File: src/rtl/exec_pkg.sv
// Shared types for the execute unit: ARM data-processing opcodes, shift kinds,
// NZCV bit positions and opcode classification helpers.
package exec_pkg;

  typedef enum logic [3:0] {
    OP_AND = 4'h0, OP_EOR = 4'h1, OP_SUB = 4'h2, OP_RSB = 4'h3,
    OP_ADD = 4'h4, OP_ADC = 4'h5, OP_SBC = 4'h6, OP_RSC = 4'h7,
    OP_TST = 4'h8, OP_TEQ = 4'h9, OP_CMP = 4'hA, OP_CMN = 4'hB,
    OP_ORR = 4'hC, OP_MOV = 4'hD, OP_BIC = 4'hE, OP_MVN = 4'hF
  } dp_op_e;

  typedef enum logic [1:0] {
    SH_LSL = 2'd0, SH_LSR = 2'd1, SH_ASR = 2'd2, SH_ROR = 2'd3
  } shift_e;

  localparam int FLAG_N = 3;
  localparam int FLAG_Z = 2;
  localparam int FLAG_C = 1;
  localparam int FLAG_V = 0;

  function automatic logic is_logical(input dp_op_e op);
    case (op)
      OP_AND, OP_EOR, OP_TST, OP_TEQ,
      OP_ORR, OP_MOV, OP_BIC, OP_MVN: is_logical = 1'b1;
      default:                        is_logical = 1'b0;
    endcase
  endfunction

  function automatic logic is_compare(input dp_op_e op);
    case (op)
      OP_TST, OP_TEQ, OP_CMP, OP_CMN: is_compare = 1'b1;
      default:                        is_compare = 1'b0;
    endcase
  endfunction

endpackage

File: src/rtl/arm_shift_unit.sv
// Combinational ARM operand-2 barrel shifter with carry out, covering both
// immediate (imm5 encodings incl. RRX) and register-specified amounts.
module arm_shift_unit
  import exec_pkg::*;
#(
  parameter int WIDTH = 32
) (
  input  logic [WIDTH-1:0] b_i,
  input  logic [1:0]       shift_type_i,
  input  logic [7:0]       amt_i,
  input  logic             by_reg_i,
  input  logic             cin_i,
  output logic [WIDTH-1:0] res_o,
  output logic             cout_o
);

  localparam int           LW    = $clog2(WIDTH);
  localparam logic [8:0]   W_AMT = 9'(WIDTH);

  shift_e               sh_s;
  logic [8:0]           n_s;
  logic [WIDTH:0]       lsl_s;
  logic [WIDTH:0]       lsr_s;
  logic [WIDTH:0]       asr_s;
  logic [LW-1:0]        rot_s;
  logic [2*WIDTH-1:0]   ror_s;

  // One extra bit beside the operand catches the last bit shifted out, so every
  // amount (including >= WIDTH) falls out of a plain shift.
  always_comb begin
    sh_s  = shift_e'(shift_type_i);
    n_s   = {1'b0, amt_i};
    if (!by_reg_i && (amt_i == 8'd0) && ((sh_s == SH_LSR) || (sh_s == SH_ASR))) begin
      n_s = W_AMT;
    end else begin
      n_s = {1'b0, amt_i};
    end
    lsl_s = {1'b0, b_i} << n_s;
    lsr_s = {b_i, 1'b0} >> n_s;
    asr_s = $signed({b_i, 1'b0}) >>> n_s;
    rot_s = amt_i[LW-1:0];
    ror_s = {b_i, b_i} >> rot_s;

    res_o  = b_i;
    cout_o = cin_i;
    if (by_reg_i && (amt_i == 8'd0)) begin
      res_o  = b_i;
      cout_o = cin_i;
    end else if (!by_reg_i && (amt_i == 8'd0) && (sh_s == SH_LSL)) begin
      res_o  = b_i;
      cout_o = cin_i;
    end else if (!by_reg_i && (amt_i == 8'd0) && (sh_s == SH_ROR)) begin
      res_o  = {cin_i, b_i[WIDTH-1:1]};
      cout_o = b_i[0];
    end else begin
      case (sh_s)
        SH_LSL:  begin res_o = lsl_s[WIDTH-1:0]; cout_o = lsl_s[WIDTH]; end
        SH_LSR:  begin res_o = lsr_s[WIDTH:1];   cout_o = lsr_s[0];     end
        SH_ASR:  begin res_o = asr_s[WIDTH:1];   cout_o = asr_s[0];     end
        SH_ROR:  begin res_o = ror_s[WIDTH-1:0]; cout_o = ror_s[WIDTH-1]; end
        default: begin res_o = b_i;              cout_o = cin_i;        end
      endcase
    end
  end

endmodule

File: src/rtl/pipe_exec_unit.sv
// Two-stage ARM data-processing execute unit: S1 holds the raw op and feeds the
// shifter, S2 holds the shifted operand and feeds the ALU and NZCV register.
module pipe_exec_unit
  import exec_pkg::*;
#(
  parameter int WIDTH = 32,
  parameter int TAG_W = 5
) (
  input  logic             clk,
  input  logic             reset,
  input  logic             flush,
  input  logic             in_valid,
  output logic             in_ready,
  input  logic [3:0]       op,
  input  logic             set_flags,
  input  logic [WIDTH-1:0] src_a,
  input  logic [WIDTH-1:0] src_b,
  input  logic [1:0]       shift_type,
  input  logic [7:0]       shift_amt,
  input  logic             shift_by_reg,
  input  logic [TAG_W-1:0] tag,
  output logic             out_valid,
  input  logic             out_ready,
  output logic [WIDTH-1:0] result,
  output logic             result_wr,
  output logic [TAG_W-1:0] out_tag,
  output logic [3:0]       flags
);

  logic             s1_valid_q, s1_valid_d;
  logic [3:0]       s1_op_q;
  logic             s1_sf_q;
  logic [WIDTH-1:0] s1_a_q, s1_b_q;
  logic [1:0]       s1_sh_type_q;
  logic [7:0]       s1_sh_amt_q;
  logic             s1_by_reg_q;
  logic [TAG_W-1:0] s1_tag_q;

  logic             s2_valid_q, s2_valid_d;
  logic [3:0]       s2_op_q;
  logic             s2_sf_q;
  logic [WIDTH-1:0] s2_a_q, s2_sh_q;
  logic             s2_shc_q;
  logic [TAG_W-1:0] s2_tag_q;

  logic [3:0]       flags_q, flags_d;

  logic             adv1_s, adv2_s, retire_s, load1_s, load2_s;
  logic             fwd_c_s;
  logic [WIDTH-1:0] sh_res_s;
  logic             sh_c_s;
  dp_op_e           op2_s;
  logic [WIDTH-1:0] x_s, y_s, logic_res_s, alu_res_s;
  logic             alu_cin_s;
  logic [WIDTH:0]   sum_s;
  logic [3:0]       nzcv_s;

  // A flag-setting op in S2 retires before S1's op, so S1 must see its carry.
  assign fwd_c_s = (s2_valid_q && s2_sf_q) ? nzcv_s[FLAG_C] : flags_q[FLAG_C];

  arm_shift_unit #(.WIDTH(WIDTH)) u_shift (
    .b_i          (s1_b_q),
    .shift_type_i (s1_sh_type_q),
    .amt_i        (s1_sh_amt_q),
    .by_reg_i     (s1_by_reg_q),
    .cin_i        (fwd_c_s),
    .res_o        (sh_res_s),
    .cout_o       (sh_c_s)
  );

  // ALU: operand selection, adder and NZCV generation for the op in S2.
  always_comb begin
    op2_s       = dp_op_e'(s2_op_q);
    x_s         = '0;
    y_s         = '0;
    alu_cin_s   = 1'b0;
    logic_res_s = '0;
    case (op2_s)
      OP_AND, OP_TST: logic_res_s = s2_a_q & s2_sh_q;
      OP_EOR, OP_TEQ: logic_res_s = s2_a_q ^ s2_sh_q;
      OP_ORR:         logic_res_s = s2_a_q | s2_sh_q;
      OP_BIC:         logic_res_s = s2_a_q & ~s2_sh_q;
      OP_MOV:         logic_res_s = s2_sh_q;
      OP_MVN:         logic_res_s = ~s2_sh_q;
      OP_SUB, OP_CMP: begin x_s = s2_a_q;  y_s = ~s2_sh_q; alu_cin_s = 1'b1; end
      OP_RSB:         begin x_s = s2_sh_q; y_s = ~s2_a_q;  alu_cin_s = 1'b1; end
      OP_ADD, OP_CMN: begin x_s = s2_a_q;  y_s = s2_sh_q;  alu_cin_s = 1'b0; end
      OP_ADC:         begin x_s = s2_a_q;  y_s = s2_sh_q;  alu_cin_s = flags_q[FLAG_C]; end
      OP_SBC:         begin x_s = s2_a_q;  y_s = ~s2_sh_q; alu_cin_s = flags_q[FLAG_C]; end
      OP_RSC:         begin x_s = s2_sh_q; y_s = ~s2_a_q;  alu_cin_s = flags_q[FLAG_C]; end
      default:        logic_res_s = s2_sh_q;
    endcase
    sum_s = {1'b0, x_s} + {1'b0, y_s} + {{WIDTH{1'b0}}, alu_cin_s};
    if (is_logical(op2_s)) begin
      alu_res_s = logic_res_s;
      nzcv_s    = {alu_res_s[WIDTH-1], (alu_res_s == '0), s2_shc_q, flags_q[FLAG_V]};
    end else begin
      alu_res_s = sum_s[WIDTH-1:0];
      nzcv_s    = {alu_res_s[WIDTH-1], (alu_res_s == '0), sum_s[WIDTH],
                   (x_s[WIDTH-1] == y_s[WIDTH-1]) && (alu_res_s[WIDTH-1] != x_s[WIDTH-1])};
    end
  end

  // Handshake and next-state for the valid bits and the flag register.
  always_comb begin
    adv2_s     = !s2_valid_q || out_ready;
    adv1_s     = !s1_valid_q || adv2_s;
    retire_s   = s2_valid_q && out_ready;
    load1_s    = in_valid && adv1_s && !flush;
    load2_s    = s1_valid_q && adv2_s && !flush;
    s1_valid_d = s1_valid_q;
    s2_valid_d = s2_valid_q;
    flags_d    = flags_q;
    if (flush) begin
      s1_valid_d = 1'b0;
      s2_valid_d = 1'b0;
    end else begin
      if (adv2_s) s2_valid_d = s1_valid_q;
      else        s2_valid_d = s2_valid_q;
      if (adv1_s) s1_valid_d = in_valid;
      else        s1_valid_d = s1_valid_q;
      if (retire_s && s2_sf_q) flags_d = nzcv_s;
      else                     flags_d = flags_q;
    end
  end

  // Pipeline registers; data only moves on a load so a stalled S2 stays stable.
  always_ff @(posedge clk) begin
    if (!reset) begin
      s1_valid_q   <= 1'b0;
      s2_valid_q   <= 1'b0;
      flags_q      <= 4'b0000;
      s1_op_q      <= 4'h0;
      s1_sf_q      <= 1'b0;
      s1_a_q       <= '0;
      s1_b_q       <= '0;
      s1_sh_type_q <= 2'd0;
      s1_sh_amt_q  <= 8'd0;
      s1_by_reg_q  <= 1'b0;
      s1_tag_q     <= '0;
      s2_op_q      <= 4'h0;
      s2_sf_q      <= 1'b0;
      s2_a_q       <= '0;
      s2_sh_q      <= '0;
      s2_shc_q     <= 1'b0;
      s2_tag_q     <= '0;
    end else begin
      s1_valid_q <= s1_valid_d;
      s2_valid_q <= s2_valid_d;
      flags_q    <= flags_d;
      if (load1_s) begin
        s1_op_q      <= op;
        s1_sf_q      <= set_flags;
        s1_a_q       <= src_a;
        s1_b_q       <= src_b;
        s1_sh_type_q <= shift_type;
        s1_sh_amt_q  <= shift_amt;
        s1_by_reg_q  <= shift_by_reg;
        s1_tag_q     <= tag;
      end
      if (load2_s) begin
        s2_op_q  <= s1_op_q;
        s2_sf_q  <= s1_sf_q;
        s2_a_q   <= s1_a_q;
        s2_sh_q  <= sh_res_s;
        s2_shc_q <= sh_c_s;
        s2_tag_q <= s1_tag_q;
      end
    end
  end

  assign in_ready  = adv1_s && !flush;
  assign out_valid = s2_valid_q;
  assign result    = alu_res_s;
  assign result_wr = !is_compare(dp_op_e'(s2_op_q));
  assign out_tag   = s2_tag_q;
  assign flags     = flags_q;

endmodule

File: config.mk
export PLATFORM = sky130hd
export DESIGN_NAME = pipe_exec_unit
export DESIGN_NICKNAME = d
export VERILOG_FILES = /design/src/rtl/exec_pkg.sv /design/src/rtl/arm_shift_unit.sv /design/src/rtl/pipe_exec_unit.sv
export SDC_FILE = /design/constraint.sdc
export NUM_CORES = 1
export LEC_CHECK = 0
export CAP_MARGIN = 40
export CORE_MARGIN = 2
export CORE_UTILIZATION = 25
export DETAILED_ROUTE_END_ITERATION = 16
export DONT_BUFFER_PORTS = 1
export GPL_TIMING_DRIVEN = 0
export PLACE_DENSITY = 0.34
export SKIP_CTS_REPAIR_TIMING = 1
export SYNTH_ARGS = -nofsm -noshare
export SYNTH_HDL_FRONTEND = slang
export SYNTH_SLANG_ARGS = --single-unit
File: constraint.sdc
create_clock -name clk -period 7.5 [get_ports clk]
set_clock_uncertainty 0.15 [all_clocks]
set_input_delay 0.75 -clock clk [delete_from_list [all_inputs] [get_ports clk]]
set_output_delay 0.75 -clock clk [all_outputs]
set_load 0.03 [all_outputs]
==> flow_summary.yaml <==
die:
  die_area_mm2: 0.0752
  dieWidth_um: 274
  initial_core_util_pct: 25.2
  fp-row-count: 99
  die_y_um: 274
  io_pins: 134
  core_area_mm2: 0.0726
clock_network:
  clockBufferDepth: 2
  clock_sinks: 167
  cts.htree.levels: 4
  numCtsBuffers: 17
  path_clk_slew_ps: 80
  cts_tree: "yes"
  clk_latency_ps: 460
  cts-root-buf: "clkbuf_16"
min_path:
  worst_hold_path.num_cells: 2
  hold_start: "in_valid"
  holdPathEnd: "s1_valid_q"
  hp-class: "in2reg"
job:
  cap_violations: 0
grt:
  grt_overflow: 0
  grt_pass1_wl_um: 183000
  grt_max_degree: 19
  grt_antenna_before_repair: 8
  grt_usage_pct: 35.0
  grt_pass1_vias: 21575
power_and_ir_drop:
  power_density_mw_per_mm2: 131
  p_leak_nw: 7.55
  ir_worst_vdd_mv: 0.178
sta:
  max_slew.worst_pin.slew_ps: 1060
  slew_headroom_pct: 28.9
  drv_slew: 0
  finalHoldViolCount: 0
  rsz0062_at_grt: "no"
  fmaxAchievable_ghz: 0.137
  period_share_pct: 97.4
  setup_violations: 0
  finalWorstSetupSlack_ps: 193
  min_period_ps: 7310
place:
  hpwlAfterDp_um: 110000
  port-buffer-count: 0
  postPlaceCellArea_mm2: 0.0203
  placed_cells: 3723
  place.gp.congestion: 1.03
  post-place-ws_ps: 233
synthesis:
  syn-instance-count: 2674
  synth_edf_count: 0
  ys_ff_latch: 167
  ys_top_cells_by_area: "dfxtp_1, nand2_1, a21oi_1, mux4_2, mux2i_1"
  yosys_warnings: 0
  ys_top_cells_by_count: "nand2_1, a21oi_1, nor2_1"
  yosysMostFrequentCell: "nand2_1"
  seq_area_frac_synth_pct: 18.3
  syn_nets: 2834
  synth_top_area_share_pct: 18.3
  synth_cell_types: 93
  yosys.area.top_type: "dfxtp_1"
  syn_area_mm2: 0.0183
  async_reset_ff_share_pct: 0
  syn_avg_cell_area_um2: 6.83
  ys_dominant_reg_cell: "dfxtp_1"
detailed_routing:
  first_pass_iters: 5
  postRouteAntennaNets: 0
  vias: 23056
  drt_iter0_drc: 3167
  wl_um: 135000
  drc: 0
  drt-vias-per-instance: 6.13
  post_drt_wl_per_cell_um: 36.0
worst_setup_path:
  critPathArrivalTime_ps: 6410
  r2r_slack_ps: 1050
  rr_worst_depth: 20
  critPathRequiredTime_ps: 6600
  endpoint_kind: "output pin"
  start_kind: "register"
  crit_fanout: 10
  crit_type: "reg2out"
  reg2reg_to: "flags[2]"
  r2r-start: "op2_s[0]"
layout:
  stdcell_count: 3760
  n_fill_cell: 8281
  drive_above_1_share_pct: 9.54
  stdcell_area_mm2: 0.0209
  nets: 2945
  area_growth_pct: 14.4
outcome:
  run_status: "completed"
## flip-flops by register name, summed over array words and instances (netlist names), 4 cells and up, named ones only
name / cells
flags: 4
op2_s: 4
out_tag: 5
s1_a_q: 32
s1_b_q: 32
s1_op_q: 4
s1_sh_amt_q: 8
s1_tag_q: 5
s2_a_q: 32
s2_sh_q: 32
## logic make-up (layout without fill, tap and decap cells)
logic type,count (synthesis),count (layout),synth area share (%)
compound gates,881,881,30.7
fa+ha+maj,70,70,4.88
other cells,0,3,0
xor+xnor,39,39,1.87
flops,167,167,18.3
mux,171,171,12.8
buf+inv,356,480,8.23
simple gates,990,990,23.3
## per-stage QoR
step	hold WS, ps	power, mW	TNS (ps)	util (%)
after floorplan	282	1.38	0	-
after global placement	291	1.77	0	26.8
after detailed placement	294	1.79	0	27.9
after CTS	240	2.72	-600	28.8
after global routing	249	2.82	0	28.8
final	261	2.75	0	28.8
## report_power, final
| part | switching (mW) | total (mW) | internal [mW] |
|---|---|---|---|
| Combinational | 0.649 | 0.877 | 0.229 |
| Clock | 0.442 | 0.920 | 0.478 |
| Sequential | 0.0352 | 0.949 | 0.914 |
## routing by layer
metal	vias up	GRT usage, %	wire, um
li1	9905	-	-
met1	11700	52.0	63800
met2	1302	50.5	55100
met3	147	7.96	12700
met4	2	8.31	3650
met5	-	0	12
## worst max-delay path, stage by stage, from the launching register on
cell	delay [ps]
dfxtp_1	300
buf_2	220
clkbuf_1	570
nand2_1	170
or2_2	310
clkbuf_1	250
clkbuf_1	360
o221ai_1	330
ha_1	360
a21oi_1	120
o21ai_1	430
nor2_1	210
a211o_1	410
a31oi_4	260
nand4_1	150
a31oi_2	430
xnor2_1	320
mux2i_1	490
buf_4	260
## worst max-delay path by stage
stage | depth (start not counted) | startpoint | end
2_1_floorplan | 19 | op2_s[0] | result[20]
4_1_cts | 19 | op2_s[0] | result[30]
5_1_grt | 18 | op2_s[0] | result[31]
6_report | 18 | op2_s[0] | result[31]
3_3_place_gp | 19 | op2_s[0] | result[20]
3_5_place_dp | 19 | op2_s[0] | result[30]
## cells in the final DEF (no fill, tap or decap), types with 27 or more instances in the layout
cell / n
mux4_2: 47
ha_1: 68
a21oi_1: 344
nor3_1: 80
a211oi_1: 40
nand2_1: 513
mux2i_1: 104
dfxtp_1: 167
buf_1: 40
nor2_1: 230
buf_6: 36
o31ai_1: 27
a31oi_1: 29
o221ai_1: 38
buf_2: 69
inv_1: 92
clkbuf_1: 166
nand3_1: 39
o21ai_0: 155
nand2b_1: 31
## layout make-up
class | instances | area (um^2) | area share (%)
Multi-Input combinational cell | 2151 | 13400 | 64.3
Sequential cell | 167 | 3340 | 16.0
Tap cell | 959 | 1200 | 5.74
Buffer | 259 | 1140 | 5.46
Timing Repair Buffer | 92 | 800 | 3.83
Clock buffer | 17 | 425 | 2.04
Inverter | 97 | 364 | 1.74
Clock inverter | 15 | 180 | 0.862
Antenna cell | 3 | 7.51 | 0.0359
Note: power is estimated with default switching activity, not from simulation.
